==> config.mk <==
export PLATFORM = sky130hd
export DESIGN_NAME = leb128_encoder
export DESIGN_NICKNAME = d
export VERILOG_FILES = /design/src/rtl/leb128_encoder.sv
export SDC_FILE = /design/constraint.sdc
export NUM_CORES = 1
export LEC_CHECK = 0
export CELL_PAD_IN_SITES_DETAIL_PLACEMENT = 0
export CELL_PAD_IN_SITES_GLOBAL_PLACEMENT = 2
export CORE_ASPECT_RATIO = 0.8
export CORE_MARGIN = 4
export CORE_UTILIZATION = 38
export CTS_BUF_LIST = sky130_fd_sc_hd__clkbuf_16
export CTS_CLUSTER_SIZE = 25
export DETAILED_ROUTE_END_ITERATION = 12
export GPL_ROUTABILITY_DRIVEN = 0
export PLACE_DENSITY_LB_ADDON = 0.05
export SLEW_MARGIN = 10
export SYNTH_ARGS = -nofsm -noshare
export SYNTH_HDL_FRONTEND = slang
export SYNTH_SLANG_ARGS = --single-unit
==> constraint.sdc <==
create_clock -name clk -period 4.4 [get_ports clk]
set_input_delay 1.1 -clock clk [delete_from_list [all_inputs] [get_ports clk]]
set_output_delay 1.1 -clock clk [all_outputs]
set_load 0.01 [all_outputs]
==> src/rtl/leb128_encoder.sv <==
// LEB128 (unsigned/signed) byte-stream encoder, one byte per out_valid/out_ready handshake.
// Optional LEB128_PAD_EN adds in_pad_len for fixed-width padded encodings.
module leb128_encoder #(
  parameter int WIDTH = 64
) (
  input  logic             clk,
  input  logic             reset,
  input  logic [WIDTH-1:0] in_data,
  input  logic             in_signed,
  input  logic             in_valid,
  output logic             in_ready,
  output logic [7:0]       out_byte,
  output logic             out_valid,
  input  logic             out_ready,
  output logic             out_last,
`ifdef LEB128_PAD_EN
  input  logic [3:0]       in_pad_len,
`endif
  output logic [3:0]       out_index
);

  localparam int MAX_BYTES = (WIDTH + 6) / 7;
  localparam logic [3:0] LAST_IDX = 4'(MAX_BYTES - 1);

  typedef enum logic {S_IDLE, S_EMIT} state_t;

  state_t           state_q, state_d;
  logic [WIDTH-1:0] sr_q, sr_d;
  logic             signed_q, signed_d;
  logic [3:0]       idx_q, idx_d;
  logic [WIDTH-1:0] rest_arith, rest_logic, rest;
  logic             nat_last, pad_done, last;
`ifdef LEB128_PAD_EN
  logic [3:0]       pad_q, pad_d;
`endif

  always_ff @(posedge clk or posedge reset) begin
    if (reset) begin
      state_q  <= S_IDLE;
      sr_q     <= '0;
      signed_q <= 1'b0;
      idx_q    <= '0;
`ifdef LEB128_PAD_EN
      pad_q    <= '0;
`endif
    end else begin
      state_q  <= state_d;
      sr_q     <= sr_d;
      signed_q <= signed_d;
      idx_q    <= idx_d;
`ifdef LEB128_PAD_EN
      pad_q    <= pad_d;
`endif
    end
  end

  // Arithmetic shift kept in its own assignment so the ternary cannot strip its signedness.
  always_comb begin
    rest_arith = $signed(sr_q) >>> 7;
    rest_logic = sr_q >> 7;
    rest       = signed_q ? rest_arith : rest_logic;
    if (signed_q)
      nat_last = ((rest == '0) && !sr_q[6]) || ((rest == '1) && sr_q[6]);
    else
      nat_last = (rest == '0);
`ifdef LEB128_PAD_EN
    pad_done = ({1'b0, idx_q} + 5'd1) >= {1'b0, pad_q};
`else
    pad_done = 1'b1;
`endif
    last = (nat_last && pad_done) || (idx_q == LAST_IDX);
  end

  // Pad groups fall out of continuing the shift: rest is 0 or all-ones past the terminal group.
  always_comb begin
    state_d  = state_q;
    sr_d     = sr_q;
    signed_d = signed_q;
    idx_d    = idx_q;
`ifdef LEB128_PAD_EN
    pad_d    = pad_q;
`endif
    case (state_q)
      S_IDLE: begin
        if (in_valid) begin
          state_d  = S_EMIT;
          sr_d     = in_data;
          signed_d = in_signed;
          idx_d    = '0;
`ifdef LEB128_PAD_EN
          pad_d    = (in_pad_len > 4'(MAX_BYTES)) ? 4'(MAX_BYTES) : in_pad_len;
`endif
        end
      end
      S_EMIT: begin
        if (out_ready) begin
          if (last) begin
            state_d = S_IDLE;
            idx_d   = '0;
          end else begin
            sr_d  = rest;
            idx_d = idx_q + 4'd1;
          end
        end
      end
      default: state_d = S_IDLE;
    endcase
  end

  always_comb begin
    in_ready  = (state_q == S_IDLE);
    out_valid = (state_q == S_EMIT);
    out_last  = out_valid && last;
    out_byte  = out_valid ? {~last, sr_q[6:0]} : 8'h00;
    out_index = idx_q;
  end

endmodule

==> results_tabular.tex, run 1 <==
\begin{tabular}{lr}
\hline
Metric & Value \\
\hline
\multicolumn{2}{l}{\textbf{Clocking}} \\
Post\_cts resized & 0 \\
Root Buffer Master & clkbuf\_16 \\
Post-CTS Hold Fix Bufs & 0 \\
Clock latency of the later-clocked register in the worst-skew pair & 0.33 ns \\
Clock tree from TritonCTS & done \\
Number of H-tree branching levels & 3 \\
Number of setup buffers added after CTS & 0 \\
Clk buf depth & 2 \\
Clock edge transition at the registers on the reported setup and hold paths & 0.06 ns \\
Clock sink count & 70 \\
Number of CTS-inserted buffers & 9 \\
\multicolumn{2}{l}{\textbf{Floorplan}} \\
Effective utilization at floorplan & 39.3\% \\
Die Span Y & 101 um \\
Width of the chip & 124 um \\
Area of the die & 12400 um2 \\
Standard-cell rows & 33 \\
Number of ports placed on the die boundary & 84 \\
Placeable core area & 10400 um2 \\
\multicolumn{2}{l}{\textbf{Worst setup path}} \\
Worst flop-to-flop path startpoint & sr\_q[32] \\
Class of the most critical setup path & reg -> out \\
Crit Path Max Fanout & 5 \\
Depth of the worst register-to-register path & 7 \\
Minimum setup slack among reg-to-reg paths & 1.61 ns \\
Data required time of the critical path & 3.30 ns \\
Worst stage delay on the critical path & 0.59 ns \\
Critical Path Slowest Stage Cell & or4\_4 \\
Cell chain of the critical path & nor4\_1 > nand4\_1 > or4\_4 > nand4\_1 > inv\_1 > clkdlybuf4s50\_1 \\
Reg-to-reg endpoint & sr\_q[54] \\
Endpoint class of the critical path & output pin \\
CP Launch Type & flop \\
Most Frequent Cell on Critical Path & nand4\_1 \\
Arrival @ worst endpoint & 2.59 ns \\
\multicolumn{2}{l}{\textbf{Finish}} \\
Final Util & 50.7\% \\
Total of fill cells in the finished design & 896 \\
Leading cell types in the layout, fill and taps excluded & clkdlybuf4s50\_1, dfrtp\_1, mux2\_4, mux2\_2, nand4\_1 \\
Layout overhead on the synthesized area & 29.0\% \\
Nets & 452 \\
Post-route cell area & 5250 um2 \\
Proportion of layout cells with a drive suffix above 1 & 36.5\% \\
Number of inserted diodes & 0 \\
Most common library cell in the layout ignoring fill and taps & clkdlybuf4s50\_1 \\
\multicolumn{2}{l}{\textbf{Detailed routing}} \\
Total wirelength of the detailed-routed design & 10100 um \\
Via density per instance & 5.08 \\
Count of vias placed by the detailed router & 2671 \\
WL/cell & 19.2 um \\
Pre-Repair DR Iteration Count & 4 \\
Initial DRC count & 133 \\
DRC Markers & 0 \\
Remaining antenna violation count after routing & 0 \\
\multicolumn{2}{l}{\textbf{STA}} \\
Unrepaired setup endpoints after global routing & false \\
Crit path time final & 3.69 ns \\
Worst-margin pin slew & 0.909 ns \\
Final setup fails & 0 \\
Clock skew & 0.00809 ns \\
Fmax & 271 MHz \\
Hold Fails Final Rpt & 0 \\
Setup TNS & 0 ns \\
Final cycle utilization of the critical path & 84.0\% \\
Worst slew margin & 39.4\% \\
Post-route setup slack & 0.706 ns \\
Final Max Tran Viols & 0 \\
\multicolumn{2}{l}{\textbf{Power and ir drop}} \\
Max VDD drop & 0.000223 V \\
Proportion of total power due to net switching & 31.9\% \\
Cell Int Power & 2.25 mW \\
Power density cells & 628 nW/um2 \\
Leakage power total & 2.45 nW \\
Overall power after layout & 3.30 mW \\
Share of power burned in the clock network & 23.3\% \\
Portion of total power attributed to combinational logic & 40.3\% \\
Reg power frac & 36.5\% \\
Net switching power & 1.05 mW \\
\multicolumn{2}{l}{\textbf{Global route}} \\
Total congestion overflow & 0 \\
Global router's overall resource usage & 16.7\% \\
Initial antenna violation count & 0 \\
First-pass GRT wire length & 15700 um \\
Pin count of the biggest net entering global routing & 71 \\
Via count of the first global-routing pass & 2767 \\
\multicolumn{2}{l}{\textbf{Worst hold path}} \\
Worst hold path startpoint & sr\_q[2] \\
Class of the most critical hold timing path & reg -> reg \\
Endpoint with the worst hold slack & sr\_q[2] \\
Worst hold path cell count & 1 \\
\multicolumn{2}{l}{\textbf{Synthesis}} \\
Number of flops mapped to enable cells by yosys & 0 \\
Sequential-to-total area share from yosys stat & 43.0\% \\
Area fraction of the dominant cell type after synthesis & 43.0\% \\
Number of nets in the synthesized netlist & 371 \\
Cell type with the largest total area after synthesis & dfrtp\_1 \\
Top area cells in the synthesized netlist & dfrtp\_1, mux2\_4, mux2\_2, buf\_12, nand4\_1 \\
Yosys warning total & 0 \\
Share of flip-flops with an asynchronous set or reset after synthesis & 100\% \\
Post-synthesis register bit count & 70 \\
Primary flip-flop cell chosen by synthesis mapping & dfrtp\_1 \\
Combined area of all synthesized cells & 4070 um2 \\
Number of instances in the synthesized netlist & 300 \\
Mean Syn Cell Area & 13.6 um2 \\
Distinct cell type count of the synthesized netlist & 27 \\
\multicolumn{2}{l}{\textbf{Run status}} \\
Status & finished clean \\
\multicolumn{2}{l}{\textbf{Placement}} \\
Placed cell area & 4940 um2 \\
Post-DP HPWL & 7000 um \\
Count of buffers from port buffering & 83 \\
Worst setup timing slack at the placement stage & 0.987 ns \\
\multicolumn{2}{l}{\textbf{Run}} \\
Max-cap violations & 0 \\
\hline
\end{tabular}
critical path, delay by kind of cell, from the launching register on:
family | cells | cell delay, ns
and+or+nand+nor | 4 | 1.33
buffers and inverters | 2 | 0.53
DFF | 1 | 0.40
cells by family (layout without fill, tap and decap cells):
group,after synthesis,in the layout,share of synthesized area [%]
multiplexers,122,122,39.3
flip-flops,70,70,43.0
AND/OR/NAND/NOR,62,62,9.07
buffers and inverters,28,114,5.38
AO/OA/AOI/OAI,16,16,2.64
adder cells (fa/ha/maj),2,2,0.615
power groups by stage:
stage / registers, mW / clock network, mW / logic, mW
2_1_floorplan: 1.07 / 0 / 1.11
3_3_place_gp: 1.21 / 0 / 1.33
3_5_place_dp: 1.21 / 0 / 1.33
4_1_cts: 1.20 / 0.780 / 1.34
5_1_grt: 1.24 / 0.813 / 1.43
6_report: 1.20 / 0.768 / 1.33
per-stage QoR:
| stage | cells | hold WS [ns] |
|---|---|---|
| 2_1_floorplan | 300 | 0.473 |
| 3_3_place_gp | 510 | 0.488 |
| 3_5_place_dp | 510 | 0.492 |
| 4_1_cts | 526 | 0.506 |
| 5_1_grt | 526 | 0.520 |
| 6_report | 526 | 0.501 |
synth_stat cells, types with 3 or more instances:
master / count
and2_1: 7
nand4_1: 19
o21ai_0: 9
nor3_1: 3
nand3_1: 6
buf_12: 7
mux2_1: 4
nor4_1: 16
nand2_1: 5
clkbuf_1: 9
mux2_2: 58
dfrtp_1: 70
inv_1: 12
mux2_4: 60
state kept, by name (all words and copies together), names as in the netlist:
register and flops:
out_index 4, signed_q 1, out_valid 1, sr_q 64
how the worst max path moves through the flow:
stage,cells past startpoint,startpoint,to
floorplan,1,reset,out_index[0]
global placement,6,in_valid,sr_q[52]
detailed placement,6,in_valid,sr_q[54]
CTS,6,sr_q[32],out_byte[7]
global route,6,sr_q[32],out_byte[7]
finish,6,sr_q[32],out_byte[7]
cell type report:
cell class              instances  area (um2)  area share (%)
repair buffers                 86         866            16.5
flip-flops and latches         70        1750            33.4
clock buffers                   9         225            4.29
multi-input cells             202        2100            40.0
clock inverters                 7        88.8            1.69
well taps                     140         175            3.33
inverters                      12        45.0           0.857
layer usage:
metal  track usage, %  routed length, um
met5                0                  0
met4             3.06                 69
met3             4.66                546
met2             23.0               4250
met1             25.9               5240
(Power assumes the default switching activity.)
==> run 2: changes to the inputs <==
- CORE_UTILIZATION: 38 -> 32
- clock period: 4.4 -> 3.39 ns (I/O delays scaled with it)
==> run 2 against run 1 <==
Critical path depth is the same. Die area rose by 17%. Highest routed layer unchanged. Utilization fell by 6.8 points. Via count is 2.9% higher.
==> results_tabular.tex, run 2 (synthesized netlist as in run 1, its figures left out) <==
\begin{tabular}{lr}
\hline
Metric & Value \\
\hline
\multicolumn{2}{l}{\textbf{Clocking}} \\
Number of CTS-inserted buffers & 9 (unchanged) \\
Post-CTS Hold Fix Bufs & 0 (unchanged) \\
Clock edge transition at the registers on the reported setup and hold paths & 0.05 ns (was 0.06 ns) \\
Clock tree from TritonCTS & done (unchanged) \\
Root Buffer Master & clkbuf\_16 (unchanged) \\
Clk buf depth & 2 (unchanged) \\
Number of H-tree branching levels & 3 (unchanged) \\
Clock sink count & 70 (unchanged) \\
Clock latency of the later-clocked register in the worst-skew pair & 0.33 ns (about the same) \\
\multicolumn{2}{l}{\textbf{Finish}} \\
Nets & 462 (was 452) \\
Final standard cell count with taps included and fillers excluded & 565 (was 526) \\
Proportion of layout cells with a drive suffix above 1 & 39.8\% (was 36.5\%) \\
Total of fill cells in the finished design & 1138 (was 896) \\
Biggest register & sr\_q (unchanged) \\
Layout overhead on the synthesized area & 32.5\% (was 29.0\%) \\
Number of inserted diodes & 0 (unchanged) \\
Most common library cell in the layout ignoring fill and taps & clkdlybuf4s50\_1 (unchanged) \\
Leading cell types in the layout, fill and taps excluded & clkdlybuf4s50\_1, dfrtp\_1, mux2\_4, mux2\_2, nand4\_1 (unchanged) \\
Number of flip-flops in the largest register & 64 (unchanged) \\
\multicolumn{2}{l}{\textbf{Floorplan}} \\
Width of the chip & 134 um (was 124 um) \\
Standard-cell rows & 36 (was 33) \\
Number of ports placed on the die boundary & 84 (unchanged) \\
Effective utilization at floorplan & 33.1\% (was 39.3\%) \\
Placeable core area & 12300 um2 (was 10400 um2) \\
Area of the die & 14600 um2 (was 12400 um2) \\
Die Span Y & 109 um (was 101 um) \\
\multicolumn{2}{l}{\textbf{Detailed routing}} \\
Wire length the detailed router placed on met1 & 5920 um (was 5240 um) \\
Highest metal used & met4 (unchanged) \\
Pre-Repair DR Iteration Count & 4 (unchanged) \\
Remaining antenna violation count after routing & 0 (unchanged) \\
Via density per instance & 4.86 (was 5.08) \\
Count of vias placed by the detailed router & 2748 (was 2671) \\
DRC Markers & 0 (unchanged) \\
WL/cell & 19.7 um (was 19.2 um) \\
Met2 Routed Length & 4540 um (was 4250 um) \\
Total wirelength of the detailed-routed design & 11100 um (was 10100 um) \\
Wire length on met3 & 530 um (was 546 um) \\
Initial DRC count & 116 (was 133) \\
\multicolumn{2}{l}{\textbf{Power and ir drop}} \\
Power density cells & 789 nW/um2 (was 628 nW/um2) \\
Net switching power & 1.41 mW (was 1.05 mW) \\
Share of power burned in the clock network & 19.0\% (was 23.3\%) \\
Proportion of total power due to net switching & 33.0\% (was 31.9\%) \\
Reg power frac & 37.4\% (was 36.5\%) \\
Portion of total power attributed to combinational logic & 43.6\% (was 40.3\%) \\
Cell Int Power & 2.85 mW (was 2.25 mW) \\
Max VDD drop & 0.000303 V (was 0.000223 V) \\
Leakage power total & 2.52 nW (was 2.45 nW) \\
\multicolumn{2}{l}{\textbf{Placement}} \\
Post-DP HPWL & 8120 um (was 7000 um) \\
Count of buffers from port buffering & 83 (unchanged) \\
Placed cell count & 548 (was 510) \\
\multicolumn{2}{l}{\textbf{STA}} \\
Worst-margin pin slew & 0.674 ns (was 0.909 ns) \\
Crit path time final & 3.18 ns \\
Worst slew margin & 55.0\% (was 39.4\%) \\
Final cycle utilization of the critical path & 93.7\% \\
Hold Fails Final Rpt & 0 (unchanged) \\
Final Max Tran Viols & 0 (unchanged) \\
Final setup fails & 0 (unchanged) \\
Unrepaired setup endpoints after global routing & false (unchanged) \\
Setup TNS & 0 ns (unchanged) \\
Clock skew & 0.00459 ns (was 0.00809 ns) \\
Fmax & 315 MHz \\
\multicolumn{2}{l}{\textbf{Worst setup path}} \\
Minimum setup slack among reg-to-reg paths & 0.66 ns (was 1.61 ns) \\
Worst flop-to-flop path startpoint & sr\_q[9] (was sr\_q[32]) \\
Depth of the worst register-to-register path & 8 (was 7) \\
Arrival @ worst endpoint & 2.33 ns (was 2.59 ns) \\
Data required time of the critical path & 2.54 ns (was 3.30 ns) \\
Class of the most critical setup path & reg -> out (unchanged) \\
Crit Path Max Fanout & 4 (was 5) \\
CP Launch Type & flop (unchanged) \\
Endpoint class of the critical path & output pin (unchanged) \\
Reg-to-reg endpoint & sr\_q[53] (was sr\_q[54]) \\
\multicolumn{2}{l}{\textbf{Global route}} \\
First-pass GRT wire length & 17200 um (was 15700 um) \\
Pin count of the biggest net entering global routing & 33 (was 71) \\
Via count of the first global-routing pass & 2888 (was 2767) \\
Total congestion overflow & 0 (unchanged) \\
Global router's overall resource usage & 15.6\% (was 16.7\%) \\
Initial antenna violation count & 0 (unchanged) \\
\multicolumn{2}{l}{\textbf{Worst hold path}} \\
Class of the most critical hold timing path & reg -> reg (unchanged) \\
Worst hold path startpoint & sr\_q[4] (was sr\_q[2]) \\
Endpoint with the worst hold slack & sr\_q[4] (was sr\_q[2]) \\
Worst hold path cell count & 1 (unchanged) \\
\multicolumn{2}{l}{\textbf{Run}} \\
Max-cap violations & 0 (unchanged) \\
\multicolumn{2}{l}{\textbf{Run status}} \\
Status & finished clean (unchanged) \\
\hline
\end{tabular}
## run 2: cell types whose count changed in the layout (fill, tap and decap cells not counted), sizes merged
cell	before	now
buf	3	13
bufinv	2	0
clkdlybuf4s50	83	81
clkinv	4	3
clkinvlp	1	0
dlymetal6s2s	0	2
inv	12	14
## run 2: layout make-up
class / count / area (um2) / area share, %
Multi-Input combinational cell: 202 / 2160 / 40.1
Sequential cell: 70 / 1760 / 32.5
Timing Repair Buffer: 96 / 971 / 18.0
Clock buffer: 9 / 225 / 4.18
Tap cell: 171 / 214 / 3.97
Inverter: 12 / 45.0 / 0.835
Clock inverter: 5 / 21.3 / 0.394
## run 2: how the worst max path moves through the flow
stage	start	to	slack, ns	cells after the start
detailed placement	sr_q[32]	out_byte[7]	0.24	6
floorplan	reset	out_index[0]	0.77	1
global placement	sr_q[32]	out_byte[7]	0.27	6
CTS	sr_q[29]	out_last	0.001	5
finish	sr_q[9]	out_last	0.21	6
global route	sr_q[11]	out_last	0.13	6
## run 2: worst max-delay path: stages (launching register included)
cell            delay, ns
dfrtp_2              0.45
nor4_4               0.29
nand4_1              0.18
or4_4                0.60
buf_4                0.16
a31oi_4              0.13
dlymetal6s2s_1       0.19
## run 2: per-stage QoR
stage	hold slack, ns	setup WS [ns]	util (%)	power, mW	cell area (um2)
finish	0.503	0.214	43.9	4.26	5390
detailed placement	0.488	0.243	41.1	3.37	5060
global route	0.521	0.128	43.9	4.52	5390
floorplan	0.473	0.774	-	2.83	4070
CTS	0.507	0.00128	43.4	4.24	5340
global placement	0.487	0.267	41.1	3.37	5060
## run 2: layer usage
layer | global-route usage [%] | up-vias
li1 | - | 1300
met1 | 24.3 | 1363
met2 | 21.3 | 75
met3 | 3.55 | 10
met4 | 4.58 | 0
met5 | 0 | -
## run 2: power groups by stage
stage               Combinational (mW)  Clock (mW)  Sequential [mW]
floorplan                         1.44           0             1.39
global placement                  1.80           0             1.56
detailed placement                1.80           0             1.57
CTS                               1.84       0.835             1.57
global route                      2.00       0.873             1.64
finish                            1.86       0.810             1.59
## run 2: repair_timing
item	4_1_cts	5_1_grt
resized for setup	5	8
setup buffers	1	2
setup endpoints to repair	2	2
pin swaps	1	4
cloned	0	0
==> run 3: changes to the inputs <==
- GPL_ROUTABILITY_DRIVEN: 0 -> 1
==> results of run 3 <==
Same layout as run 2: the final DEF is identical, and so are final timing and power.
